--- src/rtl/font_cell_scheduler.sv ---
// font_cell_scheduler
//   Walks the text screen cell by cell. For every cell it reads the cell word
//   from text RAM, then the glyph from font ROM, and stages the result. It
//   hands the staged cell to the pixel renderer with a one-cycle font_ready
//   pulse. Both memories are synchronous-read, so data returns one cycle
//   after the address. Fetching the next cell overlaps with rendering of the
//   current one.
//
//   State table:
//     IDLE  | waiting for start; busy low
//     TEXT  | text_addr presents the current cell to text RAM
//     CODE  | cell word captured; cursor swap applied; font_addr loaded
//     FONT  | font_addr held while font ROM reads the glyph
//     SHAPE | glyph captured into staging
//     WAIT  | waiting for the renderer before handing the staged cell over
//
// Ports
//   clk, rst          clock; asynchronous active-low reset
//   start             one-cycle frame request (ignored while busy)
//   cursor_en/col/row cursor position; sampled when each cell is staged
//   text_addr/data    text RAM read port (row*TEXT_COLS+col)
//   font_addr/data    font ROM read port (char code -> 128-bit glyph)
//   render_done       renderer idle
//   font_ready        hand-off pulse; grid_* and base_address valid next cycle
//   grid_shape/fg/bg  live cell for the renderer
//   base_address      framebuffer address of the cell's top-left pixel
//   busy, frame_done  frame in progress / end-of-frame pulse
module font_cell_scheduler #(
  parameter int TEXT_COLS = 80,
  parameter int TEXT_ROWS = 30,
  parameter int CHAR_W    = 8,
  parameter int CHAR_H    = 16,
  parameter int SCREEN_W  = 640
) (
  input  logic         clk,
  input  logic         rst,
  input  logic         start,
  input  logic         cursor_en,
  input  logic [6:0]   cursor_col,
  input  logic [4:0]   cursor_row,
  output logic [11:0]  text_addr,
  input  logic [31:0]  text_data,
  output logic [7:0]   font_addr,
  input  logic [127:0] font_data,
  input  logic         render_done,
  output logic         font_ready,
  output logic [127:0] grid_shape,
  output logic [11:0]  grid_fg,
  output logic [11:0]  grid_bg,
  output logic [19:0]  base_address,
  output logic         busy,
  output logic         frame_done
);

  localparam logic [2:0] IDLE  = 3'd0;
  localparam logic [2:0] TEXT  = 3'd1;
  localparam logic [2:0] CODE  = 3'd2;
  localparam logic [2:0] FONT  = 3'd3;
  localparam logic [2:0] SHAPE = 3'd4;
  localparam logic [2:0] WAIT  = 3'd5;

  localparam logic [6:0]  LAST_COL = 7'(TEXT_COLS - 1);
  localparam logic [4:0]  LAST_ROW = 5'(TEXT_ROWS - 1);
  localparam logic [19:0] ROW_STEP = 20'(CHAR_H * SCREEN_W);
  localparam logic [19:0] COL_STEP = 20'(CHAR_W);

  logic [2:0]   state;
  logic [6:0]   col;
  logic [4:0]   row;
  logic         busySeen;
  logic [11:0]  fgStage;
  logic [11:0]  bgStage;
  logic [127:0] shapeStage;
  logic [19:0]  baseStage;
  logic         cursorHit;
  logic         handoff;

  assign cursorHit  = cursor_en && (col == cursor_col) && (row == cursor_row);
  assign handoff    = (state == WAIT) && render_done && busySeen;
  assign font_ready = handoff;

  always_ff @(posedge clk or negedge rst) begin
    if (!rst) begin
      state        <= IDLE;
      col          <= '0;
      row          <= '0;
      busySeen     <= 1'b0;
      fgStage      <= '0;
      bgStage      <= '0;
      shapeStage   <= '0;
      baseStage    <= '0;
      text_addr    <= '0;
      font_addr    <= '0;
      grid_shape   <= '0;
      grid_fg      <= '0;
      grid_bg      <= '0;
      base_address <= '0;
      busy         <= 1'b0;
      frame_done   <= 1'b0;
    end else begin
      frame_done <= 1'b0;

      // The renderer needs the cycle after font_ready to sample the cell and
      // drop render_done, so busySeen stays clear for exactly that cycle.
      // Any later cycle outside WAIT, or any cycle with render_done low,
      // re-arms it; WAIT is never reached sooner than four cycles later.
      if (state == IDLE && start)
        busySeen <= 1'b1;
      else if (handoff)
        busySeen <= 1'b0;
      else if (!render_done || state != WAIT)
        busySeen <= 1'b1;

      case (state)
        IDLE: begin
          if (start) begin
            col       <= '0;
            row       <= '0;
            text_addr <= '0;
            busy      <= 1'b1;
            state     <= TEXT;
          end
        end
        TEXT: state <= CODE;
        CODE: begin
          font_addr <= text_data[7:0];
          if (cursorHit) begin
            fgStage <= text_data[31:20];
            bgStage <= text_data[19:8];
          end else begin
            fgStage <= text_data[19:8];
            bgStage <= text_data[31:20];
          end
          baseStage <= 20'(row) * ROW_STEP + 20'(col) * COL_STEP;
          state     <= FONT;
        end
        FONT: state <= SHAPE;
        SHAPE: begin
          shapeStage <= font_data;
          state      <= WAIT;
        end
        WAIT: begin
          if (handoff) begin
            grid_shape   <= shapeStage;
            grid_fg      <= fgStage;
            grid_bg      <= bgStage;
            base_address <= baseStage;
            // Cells are row-major with pitch TEXT_COLS, so the next text
            // address is always the current one plus one.
            if (col < LAST_COL) begin
              col       <= col + 7'd1;
              text_addr <= text_addr + 12'd1;
              state     <= TEXT;
            end else begin
              col <= '0;
              if (row < LAST_ROW) begin
                row       <= row + 5'd1;
                text_addr <= text_addr + 12'd1;
                state     <= TEXT;
              end else begin
                busy       <= 1'b0;
                frame_done <= 1'b1;
                state      <= IDLE;
              end
            end
          end
        end
        default: state <= IDLE;
      endcase
    end
  end

endmodule

--- config.mk ---
export PLATFORM = sky130hd
export DESIGN_NAME = font_cell_scheduler
export DESIGN_NICKNAME = d
export VERILOG_FILES = /design/src/rtl/font_cell_scheduler.sv
export SDC_FILE = /design/constraint.sdc
export NUM_CORES = 1
export LEC_CHECK = 0
export CORE_ASPECT_RATIO = 1.25
export CORE_MARGIN = 5
export CORE_UTILIZATION = 53
export CTS_CLUSTER_DIAMETER = 200
export DETAILED_ROUTE_END_ITERATION = 12
export PLACE_DENSITY = 0.83
export SETUP_SLACK_MARGIN = 0.05
export SLEW_MARGIN = 15
export SYNTH_ARGS = -nofsm -noshare
export SYNTH_HDL_FRONTEND = slang
export SYNTH_SLANG_ARGS = --single-unit
--- constraint.sdc ---
create_clock -name clk -period 3.2 [get_ports clk]
set_clock_uncertainty 0.2 [all_clocks]
set_input_delay 0.8 -clock clk [delete_from_list [all_inputs] [get_ports clk]]
set_output_delay 0.8 -clock clk [all_outputs]
set_load 0.05 [all_outputs]
==> reports/qor.txt, run 1 <==
setup TNS = 0 ns
largest cells by area after synthesis = dfrtp_1 63%, nand2_1 15%, mux2_2 9.8%
critical path launch point type = flip-flop
drt drc = 0
Slew headroom = 37.7%
via density per instance = 5.26
part of the Yosys area used for sequential elements = 62.9%
dpl ws = 0.247 ns
Yosys top cell area share = 62.9%
commonest cells after routing, fill and taps aside = 599 x nand2_1, 372 x dfrtp_1, 364 x clkdlybuf4s50_1, 129 x mux2_2, 41 x clkbuf_16
PortBufs = 366
total number of vias = 11100
Register Area = 9310 sq um
I/O pins = 372
Sw Share = 39.2%
RSZ-0062 raised after global routing = false
std cell rows = 68
starting density of the core = 53.7%
Max Freq = 345 MHz
yosys synthesis warning count = 0
number of H-tree levels = 2
Hold Violations, Final = 0
CP Data Arrival Time = 1.90 ns
Root Buffer = clkbuf_16
Static Leak = 9.41 nW
asr flop ratio synth = 100%
die extent in y = 197 um
Pwr Density = 1010 nW/um^2
top cell type by total area after synthesis = dfrtp_1
Post-DRT Antenna Nets = 0
placed inst area = 18800 sq um
final worst path period need = 2.90 ns
CTS Sinks = 372
DP HPWL = 26.4 mm
die width = 159 um
global-route usage over all layers = 24.5%
Comb pwr share = 39.6%
Die Footprint = 31400 sq um
Pint = 12.3 mW
DR iter-0 viols = 691
clk slew on worst S/H paths = 0.06 ns
Multi-input gate area = 5130 sq um
Core Region = 27600 sq um
Slew Limit Fails = 0
DRT Pass-1 Iters = 5
total CTS buffers = 38
synth unique cells = 47
initial antenna violation count = 5
Layout Cells excl Fill = 2107
VDD IR max = 555 uV
fin crit share = 90.5%
final setup margin = 0.305 ns
Cells after Synth = 1379
final WL = 39.1 mm
flops & latches, synth = 372
ys flop type = dfrtp_1
CTS max path bufs = 3
first-pass GRT wire length = 62.1 mm
number of global-route vias before repair = 11500
Setup-failing EPs final = 0
Max Cap Viol = 0
switching component of the power = 7.94 mW
worst path required time = 2.20 ns
post-route cell area = 20100 sq um
Post-synth EDFFs = 0
CP max FO = 11
TritonCTS clock tree = done
Final Wtd Congestion = 0.835
Worst Setup Path Type = flip-flop to primary output
fin nets = 1914
P&R area growth vs syn = 36.0%
FILL cells = 1896
DR WL/cell = 18.6 um
largest net degree at the start of global routing = 169
cts hold-fix bufs = 0
clk_lat worst skew = 0.51 ns
GR Overflow Total = 0
Clock power frac = 22.7%
Min-Delay Path Class = input port to async pin
sequential share of power = 37.7%
most common library cell in the layout ignoring fill and taps = nand2_1
CP Capture Type = primary output
dpl cells = 2037
layout cell share with drive strength beyond 1 = 12.6%
Core Util, Final = 73.0%
status = complete, no violations
mapped cell area = 14800 sq um
synthesized area per cell = 10.7 sq um
Tightest Pin Transition = 0.935 ns
cells in the mapped netlist, drive strengths merged, types with 5 or more instances:
library cell    n
nand2         600
dfrtp         372
mux2          129
o21ai          51
buf            43
clkbuf         35
mux2i          24
nor2           16
xnor2          16
a21oi          13
nand4          10
ha              9
or3             9
nand3           7
inv             5
cell type report:
| cell class | count | area share (%) |
|---|---|---|
| Sequential cell | 372 | 46.2 |
| Multi-Input combinational cell | 927 | 25.5 |
| Timing Repair Buffer | 382 | 19.4 |
| Tap cell | 350 | 2.17 |
| Clock inverter | 16 | 0.963 |
| Antenna cell | 1 | 0.0124 |
| Clock buffer | 53 | 5.62 |
| Inverter | 6 | 0.137 |
cells by family after synthesis:
group,count (synthesis),synth area share (%)
AO/OA/AOI/OAI,79,3.12
XOR/XNOR,20,1.18
adder cells (fa/ha/maj),10,0.896
buffers and inverters,84,2.71
flip-flops,372,62.9
multiplexers,153,11.4
other,1,0.0253
AND/OR/NAND/NOR,660,17.7
stage by stage:
step,power [mW],hold slack [ns]
2_1_floorplan,12.8,0.235
3_3_place_gp,15.4,0.240
3_5_place_dp,15.7,0.249
4_1_cts,20.5,0.0604
5_1_grt,21.3,0.0774
6_report,20.3,0.0510
what timing repair did:
| item | in CTS | in global routing |
|---|---|---|
| setup endpoints to repair | 0 | 1 |
| setup buffers | 0 | 0 |
| resized for setup | 0 | 1 |
flip-flops by register name, summed over array words and instances, names as in the netlist:
signal        cells
state             3
frame_done        1
grid_fg          12
busySeen          1
grid_shape      128
col               7
bgStage          12
font_addr         8
text_addr        12
fgStage          12
busy              1
baseStage        15
row               5
base_address     15
grid_bg          12
shapeStage      128
worst max-delay path, stage by stage, from the launching register on:
cell	delay [ns]
dfrtp_1	0.58
and3b_2	0.41
nand3_4	0.14
inv_6	0.10
buf_12	0.14
per-layer routing:
metal	global-route usage, %	share of wire, %
met4	11.3	5.0
met3	5.17	5.6
met2	42.2	51
met5	0	0.14
met1	29.6	38
power by group through the flow:
stage / Clock [mW] / Sequential [mW] / Combinational [mW]
CTS: 4.70 / 7.64 / 8.11
global route: 4.89 / 7.87 / 8.50
finish: 4.61 / 7.64 / 8.02
detailed placement: 0 / 7.69 / 8.05
global placement: 0 / 7.57 / 7.86
floorplan: 0 / 10.3 / 2.45
final timing paths:
check                                           start                           to  slack [ns]  depth (start not counted)
max                              state[0]$_DFFE_PN0P_                   font_ready        0.30                          4
min                                               rst   grid_shape[11]$_DFFE_PN0P_        0.05                          1
max reg2reg                      state[0]$_DFFE_PN0P_  grid_shape[126]$_DFFE_PN0P_        0.75                          6
min reg2reg                shapeStage[83]$_DFFE_PN0P_   grid_shape[83]$_DFFE_PN0P_        0.26                          2
max in group asynchronous                         rst     font_addr[4]$_DFFE_PN0P_        1.87                          2
min in group clk           shapeStage[83]$_DFFE_PN0P_   grid_shape[83]$_DFFE_PN0P_        0.26                          2
No activity file was read; power rests on OpenSTA's default activity.
==> inputs of run 2 (changes only) <==
Settings changed: CORE_UTILIZATION 53 to 60, DONT_BUFFER_PORTS set to 1, MAX_ROUTING_LAYER set to met4, PLACE_DENSITY 0.83 to 0.76.
==> run 2 against run 1 <==
Global-route usage decreased by 0.78 points. Non-clock buffer count decreased by 372. Combinational power decreased by 65%. The run now ends with negative hold slack left. Hold slack got worse by 0.25 ns. Final cell count decreased by 19%. Critical path type unchanged. Routed wire length decreased by 16%. Critical endpoint unchanged. Via count decreased by 15%. Register-to-register slack improved by 0.02 ns. Sequential share of layout area increased by 11 points. First-iteration DRC count decreased by 26%. Final area decreased by 20%. Largest cell class unchanged. Sequential power increased by 41%.
==> reports/qor.txt, run 2 (synthesized netlist as in run 1, its figures left out) <==
DRT Pass-1 Iters = 5 (unchanged)
Slew Limit Fails = 0 (unchanged)
CP peak stage delay = 0.58 ns (about the same)
failing checks = negative hold slack
std cell rows = 64 (-5.9%)
DR iter-0 viols = 513 (-26%)
switching component of the power = 7.36 mW (-7.3%)
worst r2r src = state[0]$_DFFE_PN0P_
Slew headroom = 31.5% (-6.1 points)
Layout Cells excl Fill = 1717 (-19%)
global-route usage over all layers = 23.7% (-0.78 points)
clk slew on worst S/H paths = 0.06 ns (about the same)
Pwr Density = 1100 nW/um^2 (+8.9%)
commonest cells after routing, fill and taps aside = 599 x nand2_1, 372 x dfrtp_1, 129 x mux2_2, 37 x clkbuf_16, 31 x o21ai_0
PortBufs = 0 (-100%)
P&R area growth vs syn = 9.32%
Regs by FF count = grid_shape x128, shapeStage x128
CP Cell Sequence = and3b_2 > nand3_4 > inv_8
Pint = 10.4 mW (-16%)
CTS max path bufs = 3 (unchanged)
total CTS buffers = 36 (-5.3%)
Critical path origin = state[0]$_DFFE_PN0P_
worst path required time = 2.20 ns (about the same)
largest net degree at the start of global routing = 373 (+120%)
Clock power frac = 23.3% (+0.6 points)
Max Freq = 335 MHz (-2.9%)
Core Util, Final = 66.3% (-6.8 points)
I/O pins = 372 (unchanged)
fin crit share = 93.2% (+2.7 points)
Root Buffer = clkbuf_16
number of H-tree levels = 2 (unchanged)
VDD IR max = 644 uV (+16%)
Post-DRT Antenna Nets = 0 (unchanged)
most common library cell in the layout ignoring fill and taps = nand2_1
status = finished with violations
starting density of the core = 60.6% (+6.9 points)
critical path launch point type = flip-flop
fin nets = 1540 (-20%)
Hold Violations, Final = 250 (+250)
Top delay family on crit path = flip-flops
Min-Delay Path Class = input port to async pin
die extent in y = 186 um (-5.7%)
final worst path period need = 2.98 ns (+0.0862 ns)
drt drc = 0 (unchanged)
Max Cap Viol = 0 (unchanged)
Sw Share = 41.5% (+2.3 points)
CP Data Arrival Time = 1.98 ns (+0.08 ns)
final WL = 32.9 mm (-16%)
first-pass GRT wire length = 50.9 mm (-18%)
DP HPWL = 21.6 mm (-18%)
TritonCTS clock tree = done
number of global-route vias before repair = 9445 (-18%)
Tightest Pin Transition = 1.03 ns (+0.0922 ns)
initial antenna violation count = 9 (+4)
clk_lat worst skew = 0.50 ns (about the same)
flop-to-flop setup slack = 0.77 ns (+0.02 ns)
post-CTS setup buffer count = 0 (unchanged)
Setup-failing EPs final = 0 (unchanged)
die width = 150 um (-5.6%)
CP max FO = 49 (+38)
Comb pwr share = 16.0% (-24 points)
setup TNS = 0 ns (unchanged)
CP Capture Type = primary output
RSZ-0062 raised after global routing = false
Worst Setup Path Type = flip-flop to primary output
CP Buf/Inv Count = 1 (-1)
layout cell share with drive strength beyond 1 = 14.8% (+2.1 points)
Final Wtd Congestion = 0.867 (+3.7%)
worst hold slack = -0.202 ns (-0.253 ns)
GR Overflow Total = 0 (unchanged)
slowest CP cell = dfrtp_1
via density per instance = 5.51 (+4.7%)
dpl cells = 1645 (-19%)
total number of vias = 9459 (-15%)
Core Region = 24400 sq um (-11%)
Static Leak = 7.90 nW (-16%)
CTS Sinks = 372 (unchanged)
Die Footprint = 27900 sq um (-11%)
sequential share of power = 60.7% (+23 points)
DR WL/cell = 19.1 um (+3.1%)
run 2: power groups by stage:
| stage | Combinational [mW] | Sequential, mW | Clock, mW |
|---|---|---|---|
| 4_1_cts | 2.88 | 10.8 | 4.22 |
| 5_1_grt | 3.23 | 11.0 | 4.43 |
| 6_report | 2.84 | 10.8 | 4.13 |
| 2_1_floorplan | 2.45 | 10.3 | 0 |
| 3_5_place_dp | 2.86 | 10.9 | 0 |
| 3_3_place_gp | 2.70 | 10.8 | 0 |
run 2: routing by layer:
layer | share of wire (%) | global-route usage [%] | vias to the layer above
met5 | 0 | - | -
met4 | 4.2 | 10.1 | 0
met3 | 9.0 | 7.28 | 82
met2 | 49 | 37.0 | 315
met1 | 38 | 28.8 | 4659
li1 | - | - | 4403
run 2: timing repair:
action | in CTS | in global routing
gates resized for setup | 1 | 1
endpoints found under the hold margin | 372 | 372
setup endpoints to repair | 1 | 1
run 2: area by class of cell:
cell class / count / area, sq um
sequential: 372 / 9310
fill: 1811 / 8240
multi-input combinational: 927 / 5130
clock buffer: 53 / 1070
tap: 330 / 413
timing repair buffer: 10 / 113
clock inverter: 7 / 85.1
inverter: 6 / 30.0
antenna: 12 / 30.0
run 2: path summary, 6_finish.rpt:
check	end	cells past startpoint
max reg2reg	grid_shape[101]$_DFFE_PN0P_	6
max in group asynchronous	base_address[6]$_DFFE_PN0P_	0
min in group clk	busySeen$_DFFE_PN0P_	1
min reg2reg	grid_shape[82]$_DFFE_PN0P_	2
max	font_ready	3
min	grid_shape[125]$_DFFE_PN0P_	0
run 2: stage by stage:
step	instance area, sq um	setup WS, ns	power, mW
after floorplan	14800	0.460	12.8
after global placement	15000	0.629	13.5
after detailed placement	15000	0.521	13.7
after CTS	16100	0.0820	17.9
after global routing	16200	0.139	18.6
final	16200	0.218	17.7
run 2: worst reg2reg max path: cells and delay by family (launching register included):
kind,cells,cell delay [ns]
and+or+nand+nor,4,0.77
DFF,1,0.58
buffers and inverters,2,0.82
==> inputs of run 3 (changes only) <==
Settings changed: CTS_CLUSTER_DIAMETER 200 to 150.
==> results of run 3 <==
No change in the layout: final DEF, timing and power equal those of run 2.
